File: config.mk
export PLATFORM = sky130hd
export DESIGN_NAME = tone_scheduler
export DESIGN_NICKNAME = d
export VERILOG_FILES = /design/src/rtl/tone_scheduler.sv
export SDC_FILE = /design/constraint.sdc
export NUM_CORES = 1
export LEC_CHECK = 0
export CAP_MARGIN = 20
export CORE_ASPECT_RATIO = 2
export CORE_MARGIN = 4
export CORE_UTILIZATION = 37
export CTS_CLUSTER_DIAMETER = 60
export DETAILED_ROUTE_END_ITERATION = 10
export PLACE_DENSITY = 0.65
export SYNTH_ARGS = -nofsm -noshare
export SYNTH_HDL_FRONTEND = slang
export SYNTH_SLANG_ARGS = --single-unit
File: constraint.sdc
create_clock -name clk -period 3.7 [get_ports clk]
set_clock_uncertainty 0.1 [all_clocks]
set_input_delay 1.11 -clock clk [delete_from_list [all_inputs] [get_ports clk]]
set_output_delay 1.11 -clock clk [all_outputs]
set_load 0.02 [all_outputs]
File: src/rtl/tone_scheduler.sv
// -----------------------------------------------------------------------------
// tone_scheduler
//
// Shares the single audio tone-clock divider between two requesters
// (channel 0: UI key-click/beep, channel 1: alarm/notification melody).
// An accepted request drives the divider for dur_ms milliseconds. A silent
// gap of GAP_MS milliseconds follows, and then completion is reported.
//
// Ports
//   clk             system clock, rising edge
//   reset           asynchronous, active-high, clears all state
//   reqN_valid      channel N request pending
//   reqN_freq       channel N tone frequency in Hz (0 = rest)
//   reqN_dur_ms     channel N tone duration in ms
//   reqN_ready      channel N request accepted this cycle (combinational)
//   abort           terminate current tone/gap; blocks acceptance in IDLE
//   div_enable      divider enable
//   div_freq_hertz  divider frequency
//   busy            high in any state other than IDLE
//   active_src      source of the current/last-accepted request
//   done            one-cycle pulse on normal completion
//   done_src        source of the completed request, valid while done=1
// -----------------------------------------------------------------------------
module tone_scheduler #(
    parameter int CLOCK_FREQ = 50_000_000,
    parameter int WIDTH      = 32,
    parameter int DUR_WIDTH  = 16,
    parameter int GAP_MS     = 1
) (
    input  logic                 clk,
    input  logic                 reset,
    input  logic                 req0_valid,
    input  logic [WIDTH-1:0]     req0_freq,
    input  logic [DUR_WIDTH-1:0] req0_dur_ms,
    output logic                 req0_ready,
    input  logic                 req1_valid,
    input  logic [WIDTH-1:0]     req1_freq,
    input  logic [DUR_WIDTH-1:0] req1_dur_ms,
    output logic                 req1_ready,
    input  logic                 abort,
    output logic                 div_enable,
    output logic [WIDTH-1:0]     div_freq_hertz,
    output logic                 busy,
    output logic                 active_src,
    output logic                 done,
    output logic                 done_src
);

    // One ms tick; guarded so very slow clocks still give a 1-cycle tick.
    localparam int TICKS = (CLOCK_FREQ / 1000 > 0) ? (CLOCK_FREQ / 1000) : 1;
    localparam int TW    = (TICKS > 1) ? $clog2(TICKS) : 1;
    // The ms counter must hold both dur-1 and GAP_MS-1.
    localparam int GW    = (GAP_MS > 1) ? $clog2(GAP_MS) : 1;
    localparam int MS_W  = (DUR_WIDTH > GW) ? DUR_WIDTH : GW;

    localparam logic [TW-1:0]   TICK_LAST = TW'(TICKS - 1);
    localparam logic [MS_W-1:0] GAP_LAST  = MS_W'((GAP_MS > 0) ? (GAP_MS - 1) : 0);

    typedef enum logic [1:0] {
        IDLE = 2'd0,
        PLAY = 2'd1,
        GAP  = 2'd2
    } state_t;

    state_t            state_q, state_d;
    logic [WIDTH-1:0]  freq_q, freq_d;
    logic [MS_W-1:0]   dur_q, dur_d;
    logic              src_q, src_d;
    logic              last_grant_q, last_grant_d;
    logic [TW-1:0]     tick_q, tick_d;
    logic [MS_W-1:0]   ms_q, ms_d;
    logic              done_q, done_d;

    logic              grant;
    logic              accept;
    logic              tick_end;
    logic [WIDTH-1:0]  sel_freq;
    logic [MS_W-1:0]   sel_dur;

    // -------------------------------------------------------------------------
    // State register
    // -------------------------------------------------------------------------
    always_ff @(posedge clk or posedge reset) begin
        if (reset) begin
            state_q      <= IDLE;
            freq_q       <= '0;
            dur_q        <= '0;
            src_q        <= 1'b0;
            last_grant_q <= 1'b1;   // channel 0 wins the first contention
            tick_q       <= '0;
            ms_q         <= '0;
            done_q       <= 1'b0;
        end else begin
            state_q      <= state_d;
            freq_q       <= freq_d;
            dur_q        <= dur_d;
            src_q        <= src_d;
            last_grant_q <= last_grant_d;
            tick_q       <= tick_d;
            ms_q         <= ms_d;
            done_q       <= done_d;
        end
    end

    // -------------------------------------------------------------------------
    // Next-state logic
    // -------------------------------------------------------------------------
    always_comb begin
        state_d      = state_q;
        freq_d       = freq_q;
        dur_d        = dur_q;
        src_d        = src_q;
        last_grant_d = last_grant_q;
        tick_d       = tick_q;
        ms_d         = ms_q;
        done_d       = 1'b0;

        tick_end = (tick_q == TICK_LAST);
        sel_freq = grant ? req1_freq : req0_freq;
        sel_dur  = MS_W'(grant ? req1_dur_ms : req0_dur_ms);

        unique case (state_q)
            IDLE: begin
                if (accept) begin
                    freq_d       = sel_freq;
                    dur_d        = sel_dur;
                    src_d        = grant;
                    last_grant_d = grant;
                    tick_d       = '0;
                    ms_d         = '0;
                    if (sel_dur == '0) begin
                        // Zero-length tone skips straight to the gap (or completes).
                        if (GAP_MS > 0) begin
                            state_d = GAP;
                        end else begin
                            state_d = IDLE;
                            done_d  = 1'b1;
                        end
                    end else begin
                        state_d = PLAY;
                    end
                end
            end

            PLAY: begin
                if (abort) begin
                    state_d = IDLE;
                end else if (tick_end) begin
                    tick_d = '0;
                    if (ms_q == dur_q - MS_W'(1)) begin
                        ms_d = '0;
                        if (GAP_MS > 0) begin
                            state_d = GAP;
                        end else begin
                            state_d = IDLE;
                            done_d  = 1'b1;
                        end
                    end else begin
                        ms_d = ms_q + MS_W'(1);
                    end
                end else begin
                    tick_d = tick_q + TW'(1);
                end
            end

            GAP: begin
                if (abort) begin
                    state_d = IDLE;
                end else if (tick_end) begin
                    tick_d = '0;
                    if (ms_q == GAP_LAST) begin
                        ms_d    = '0;
                        state_d = IDLE;
                        done_d  = 1'b1;
                    end else begin
                        ms_d = ms_q + MS_W'(1);
                    end
                end else begin
                    tick_d = tick_q + TW'(1);
                end
            end

            default: state_d = IDLE;
        endcase
    end

    // -------------------------------------------------------------------------
    // Outputs: arbitration/ready plus decode of the registered state.
    // Everything visible to the divider derives from registers cleared by the
    // asynchronous reset, so reset silences the speaker without a clock edge.
    // -------------------------------------------------------------------------
    always_comb begin
        // Round-robin: on contention the channel not granted last time wins.
        if (req0_valid && req1_valid) begin
            grant = ~last_grant_q;
        end else begin
            grant = req1_valid;
        end

        accept     = (state_q == IDLE) && !abort && (req0_valid || req1_valid);
        req0_ready = accept && !grant;
        req1_ready = accept && grant;

        busy           = (state_q != IDLE);
        div_enable     = (state_q == PLAY) && (freq_q != '0);
        div_freq_hertz = freq_q;
        active_src     = src_q;
        done           = done_q;
        done_src       = src_q;
    end

endmodule

# Word-level counts from Yosys, hierarchy flattened
# Index checks and enable logic that the tools add are counted.
# op_classes
n_addsub,3
n_mul,0
div_mod_pow,0
magnitude_cmp,0
eq_ne,14
shift,0
mux,27
n_bitwise,1
reduce_logical,21
# op_table
op,n
16-bit two-way mux,10
16-bit case mux with 3 select lines,1
16-bit by 1-bit adder with 16-bit output (second input constant),2
16-bit zero test,2
32-bit two-way mux,1
16-bit case mux with 2 select lines,1
32-bit nonzero test,1
16-bit == test,1
16-bit == test (second input constant),1
2-bit two-way mux,8
16-bit by 1-bit subtractor with 16-bit output (second input constant),1
2-bit != test (second input constant),6
3-bit != test (second input constant),4
1-bit logical AND,6
2-bit case mux with 3 select lines,1
6-bit AND reduction,1
1-bit two-way mux,5
5-bit AND reduction,1
2-bit nonzero test,2
3-bit AND reduction,1
3-bit nonzero test,1
2-bit by 1-bit == test with 1-bit output (second input constant),1
2-bit == test (second input constant),1
1-bit zero test,2
other kinds (5),5
# word_totals
regBits,85
latchBits,0
mem_bits_rw,0
romBits,0
input_bits,101
out_inout_bits,39
word_cells,74
mem_count,0

# Logic depth before layout (Yosys ltp)
# depth
word_depth,7
mapped_depth,11
depth_no_buf,10

# Worst setup path before layout
# Ideal clock, no wire load.
# synth_path
kind,input port to output port
from,input port req1_valid
to,output port req1_ready
arrival_time_ps,2250
required_ps,2490
slack_ps,240
path_stages,4
n_path_buf,2
cell_sequence,a21boi_0 clkbuf_1 buf_1 and2_1
# synth_between
elab_chain_len,3
elab_cells_between_ends,5
classes_between,1 x mux; 4 x reduce/logical
# synth_rtl
item,line,rtl
start: declaration,36,"input logic req1_valid,"
1-bit logical AND / 1-bit logical OR (equally long branches),"194, 200",
1-bit two-way mux / 1-bit logical AND (equally long branches),"194, 200",
1-bit logical AND (*),202,req1_ready = accept && grant;
end: declaration,39,"output logic req1_ready,"
# Every way passes the cells marked *; elsewhere a longest branch is shown, timed or not.

# Final worst setup path
# layout_path
from,input port req1_valid
to,output port req0_ready
# layout_between
elab_chain_len,4
elab_cells_between_ends,6
classes_between,1 x mux; 5 x reduce/logical
# layout_rtl
item,line,rtl
1-bit logical AND,194,if (req0_valid && req1_valid) begin
1-bit two-way mux,194,
1-bit zero test,201,req0_ready = accept && !grant;
1-bit logical AND (*),201,
end: declaration,35,"output logic req0_ready,"
# Marked as above.

==> metrics.md <==
| Metric | Value |
|---|---|
| Startpoint Class | input port |
| Syn nets | 666 |
| Pwr Total | 4.963 mW |
| Delay-heaviest family, CP | simple AND/OR/NAND/NOR gates |
| Worst-margin pin slew | 0.8243 ns |
| Placement Setup Slack | -0.6263 ns |
| CP Cell Sequence | clkdlybuf4s50_1 -> nor2_1 -> or3_2 -> nor2_4 -> buf_6 |
| Initial DRC count | 179 |
| Endpoint class of the critical path | output port |
| Worst Path Max Fanout | 2 |
| Final setup vio count | 0 |
| Final WS setup | 0.04276 ns |
| RSZ-0062 raised after global routing | false |
| Number of flops mapped to enable cells by yosys | 0 |
| Most frequent cells after synthesis | 84 x dfrtp_1, 71 x nand2_1, 67 x o21ai_0 |
| Non-filler cells, final | 854 |
| Peak VDD IR | 0.0004433 V |
| Clk buf depth | 2 |
| Worst Path Required | 2.49 ns |
| FF-to-FF Start | dur_q[0]$_DFFE_PP0P_ |
| MaxCap Viol Count | 0 |
| Crit path DAT | 2.45 ns |
| Largest area contributor in the netlist | dfrtp_1 |
| Initial antenna violation count | 0 |
| Setup Buffers After CTS | 0 |
| Critical path class | input port to output port |
| Detail Placement HPWL | 11840 um |
| R2R setup slack | 0.41 ns |
| Synth Cell Area | 5135 um2 |
| Area share of the largest cell type after synthesis | 40.94% |
| Die ar. | 15940 um2 |
| GR Overflow Total | 0 |
| Critical R2R Capture | ms_q[0]$_DFFE_PP0P_ |
| Fin crit share | 98.84% |
| CTS tree | done |
| Setup TNS Final | 0 ns |
| Fillers | 1304 |
| Gpl congestion | 0.9320 |
| Post-route ant nets | 0 |
| First-pass GRT wire length | 24310 um |
| H-tree lvl count | 3 |
| Max Clock Freq | 273.4 MHz |
| Drt wl/cell | 17.84 um |
| Root Driver | clkbuf_16 |
| Core Area | 13510 um2 |
| Synth Instances | 558 |
| Multi-input logic area | 2816 um2 |
| Area delta synth->final | 37.77% |
| Hold_buf cts | 0 |
| Critical Path Stages | 5 |
| PD cells | 701.6 nW/um2 |
| Final Util | 52.35% |
| CP max-delay cell | clkdlybuf4s50_1 |
| Port-buffer cells | 139 |
| Via count | 4740 |
| Worst-path clk slew | 0.06 ns |
| Layout net count | 802 |
| Unique masters post-synth | 63 |
| Worst Setup EP | req0_ready |
| Clock Sinks | 85 |
| Most used DFF post-synth | dfrtp_1 |
| Storage cell area | 2128 um2 |
| Die width | 91.30 um |
| Syn_area_per_cell | 9.202 um2 |
| Crit path from | req1_valid |
| Die Ht | 174.6 um |
| Placed instance count | 838 |
| GR Util All Layers | 19.24% |
| Slew margin rel. | 45.04% |
| Fin. max-slew vios | 0 |
| R2R cell count | 10 |
| Row count | 60 |
| Buf/Inv on CP | 2 |
| Slowest stage delay, CP | 0.48 ns |
| Post-synth ARST share | 100.0% |
| Initial Util | 38.00% |
| Latest clock arrival within the worst-skew pair | 0.34 ns |
| Largest net degree at the start of global routing | 86 |
| Synth warnings | 0 |
| TritonRoute pass-1 iters | 6 |
| Total clock buffers created by CTS | 9 |
| LEAKAGE | 3.017 nW |
| Drc violations | 0 |
| Layout cells sized above 1 | 8.011% |
| Synth area leaders | dfrtp_1 41%, mux2i_1 9.7%, o21ai_0 6.5%, nand2_1 5.2%, nor4_1 3.0% |
| N_diodes | 0 |
| Vias in the first global route | 4979 |
| Yosys reg bits | 85 |
| Status | complete, no violations |
| Routed vias/inst | 5.550 |
| I/O pin count | 140 |
| Routed wire length | 15230 um |
| Hold Fails Final Rpt | 0 |
| Dominant cell by count in the synthesized netlist | dfrtp_1 |
| Minimum clock period after layout | 3.657 ns |
| Worst hold path class | register to register |
| Seq/Total Area, Yosys | 41.45% |
logic make-up after synthesis:
| logic type | count (synthesis) | share of synthesized area [%] |
|---|---|---|
| AOI/OAI and AO/OA | 128 | 16.01 |
| and+or+nand+nor | 214 | 22.00 |
| DFF | 85 | 41.45 |
| muxes | 51 | 9.966 |
| buffers and inverters | 45 | 4.093 |
| adders and majority gates | 7 | 1.706 |
| xor gates and xnor gates | 28 | 4.776 |
area by class of cell:
cell class	count	share of cell area (%)
clock inverter	5	1.185
sequential	85	30.08
inverter	12	0.6544
clock buffer	11	3.290
timing repair buffer	158	22.23
tap	155	2.741
multi-input combinational	428	39.81
layout by cell type (no fill, tap or decap), drive strengths merged, types with 12 or more instances in the layout:
master / netlist / routed
buf: 12 / 20
nand4: 17 / 17
inv: 12 / 12
a22o: 13 / 13
nor2: 25 / 25
nor4: 27 / 27
nor2b: 12 / 12
xor2: 16 / 16
mux2i: 50 / 50
xnor2: 12 / 12
and3: 12 / 12
nor3: 17 / 17
dfrtp: 84 / 84
o21ai: 72 / 72
clkdlybuf4s50: 0 / 137
nand3: 12 / 12
nand2: 71 / 71
registers in the layout (all words and copies together) (netlist names):
signal and count:
done 1, active_src 1, last_grant_q 1, dur_q 16
div_freq_hertz 32, tick_q 16, ms_q 16, state_q 2
routing by layer:
metal | part of all wire, % | global-route usage, % | wire length [um]
met1 | 35 | 17.90 | 5348
met2 | 55 | 37.07 | 8382
met3 | 6.3 | 5.601 | 954
met4 | 3.6 | 9.509 | 546
met5 | 0 | 0 | 0
stage by stage:
step / hold WS [ns] / cell area (um2)
floorplan: 0.3685 / 5135
global placement: 0.3978 / 6749
detailed placement: 0.3980 / 6749
CTS: 0.4140 / 7069
global route: 0.4469 / 7074
finish: 0.4081 / 7074
repair_timing:
| action | in CTS | in global routing |
|---|---|---|
| endpoints found under the setup margin | 2 | 2 |
| resized for setup | 9 | 2 |
| hold endpoints to repair | 0 | 0 |
worst min-delay path by stage:
stage | from | end | slack (ns) | cells after the start
after detailed placement | div_freq_hertz[0]$_DFFE_PP0P_ | div_freq_hertz[0]$_DFFE_PP0P_ | 0.40 | 2
final | dur_q[15]$_DFFE_PP0P_ | dur_q[15]$_DFFE_PP0P_ | 0.41 | 2
after floorplan | tick_q[3]$_DFFE_PP0P_ | tick_q[3]$_DFFE_PP0P_ | 0.37 | 1
after global routing | last_grant_q$_DFFE_PP1P_ | last_grant_q$_DFFE_PP1P_ | 0.45 | 1
after CTS | dur_q[15]$_DFFE_PP0P_ | dur_q[15]$_DFFE_PP0P_ | 0.41 | 2
after global placement | div_freq_hertz[20]$_DFFE_PP0P_ | div_freq_hertz[20]$_DFFE_PP0P_ | 0.40 | 2
where the power goes:
| group | internal [mW] | total (mW) | switching [mW] |
|---|---|---|---|
| sequential | 1.22 | 1.55 | 0.329 |
| combinational | 1.08 | 2.44 | 1.35 |
| clock | 0.595 | 0.978 | 0.383 |
| total | 2.90 | 4.96 | 2.06 |
worst reg2reg max path, delay by kind of cell (launching register included):
family / cells / cell delay (ns)
AO/OA/AOI/OAI: 3 / 0.92
adder cells (fa/ha/maj): 1 / 0.21
buffers and inverters: 1 / 0.09
flip-flops: 1 / 0.45
multiplexers: 1 / 0.32
AND/OR/NAND/NOR: 4 / 1.10
No activity file was read; power rests on OpenSTA's default activity.
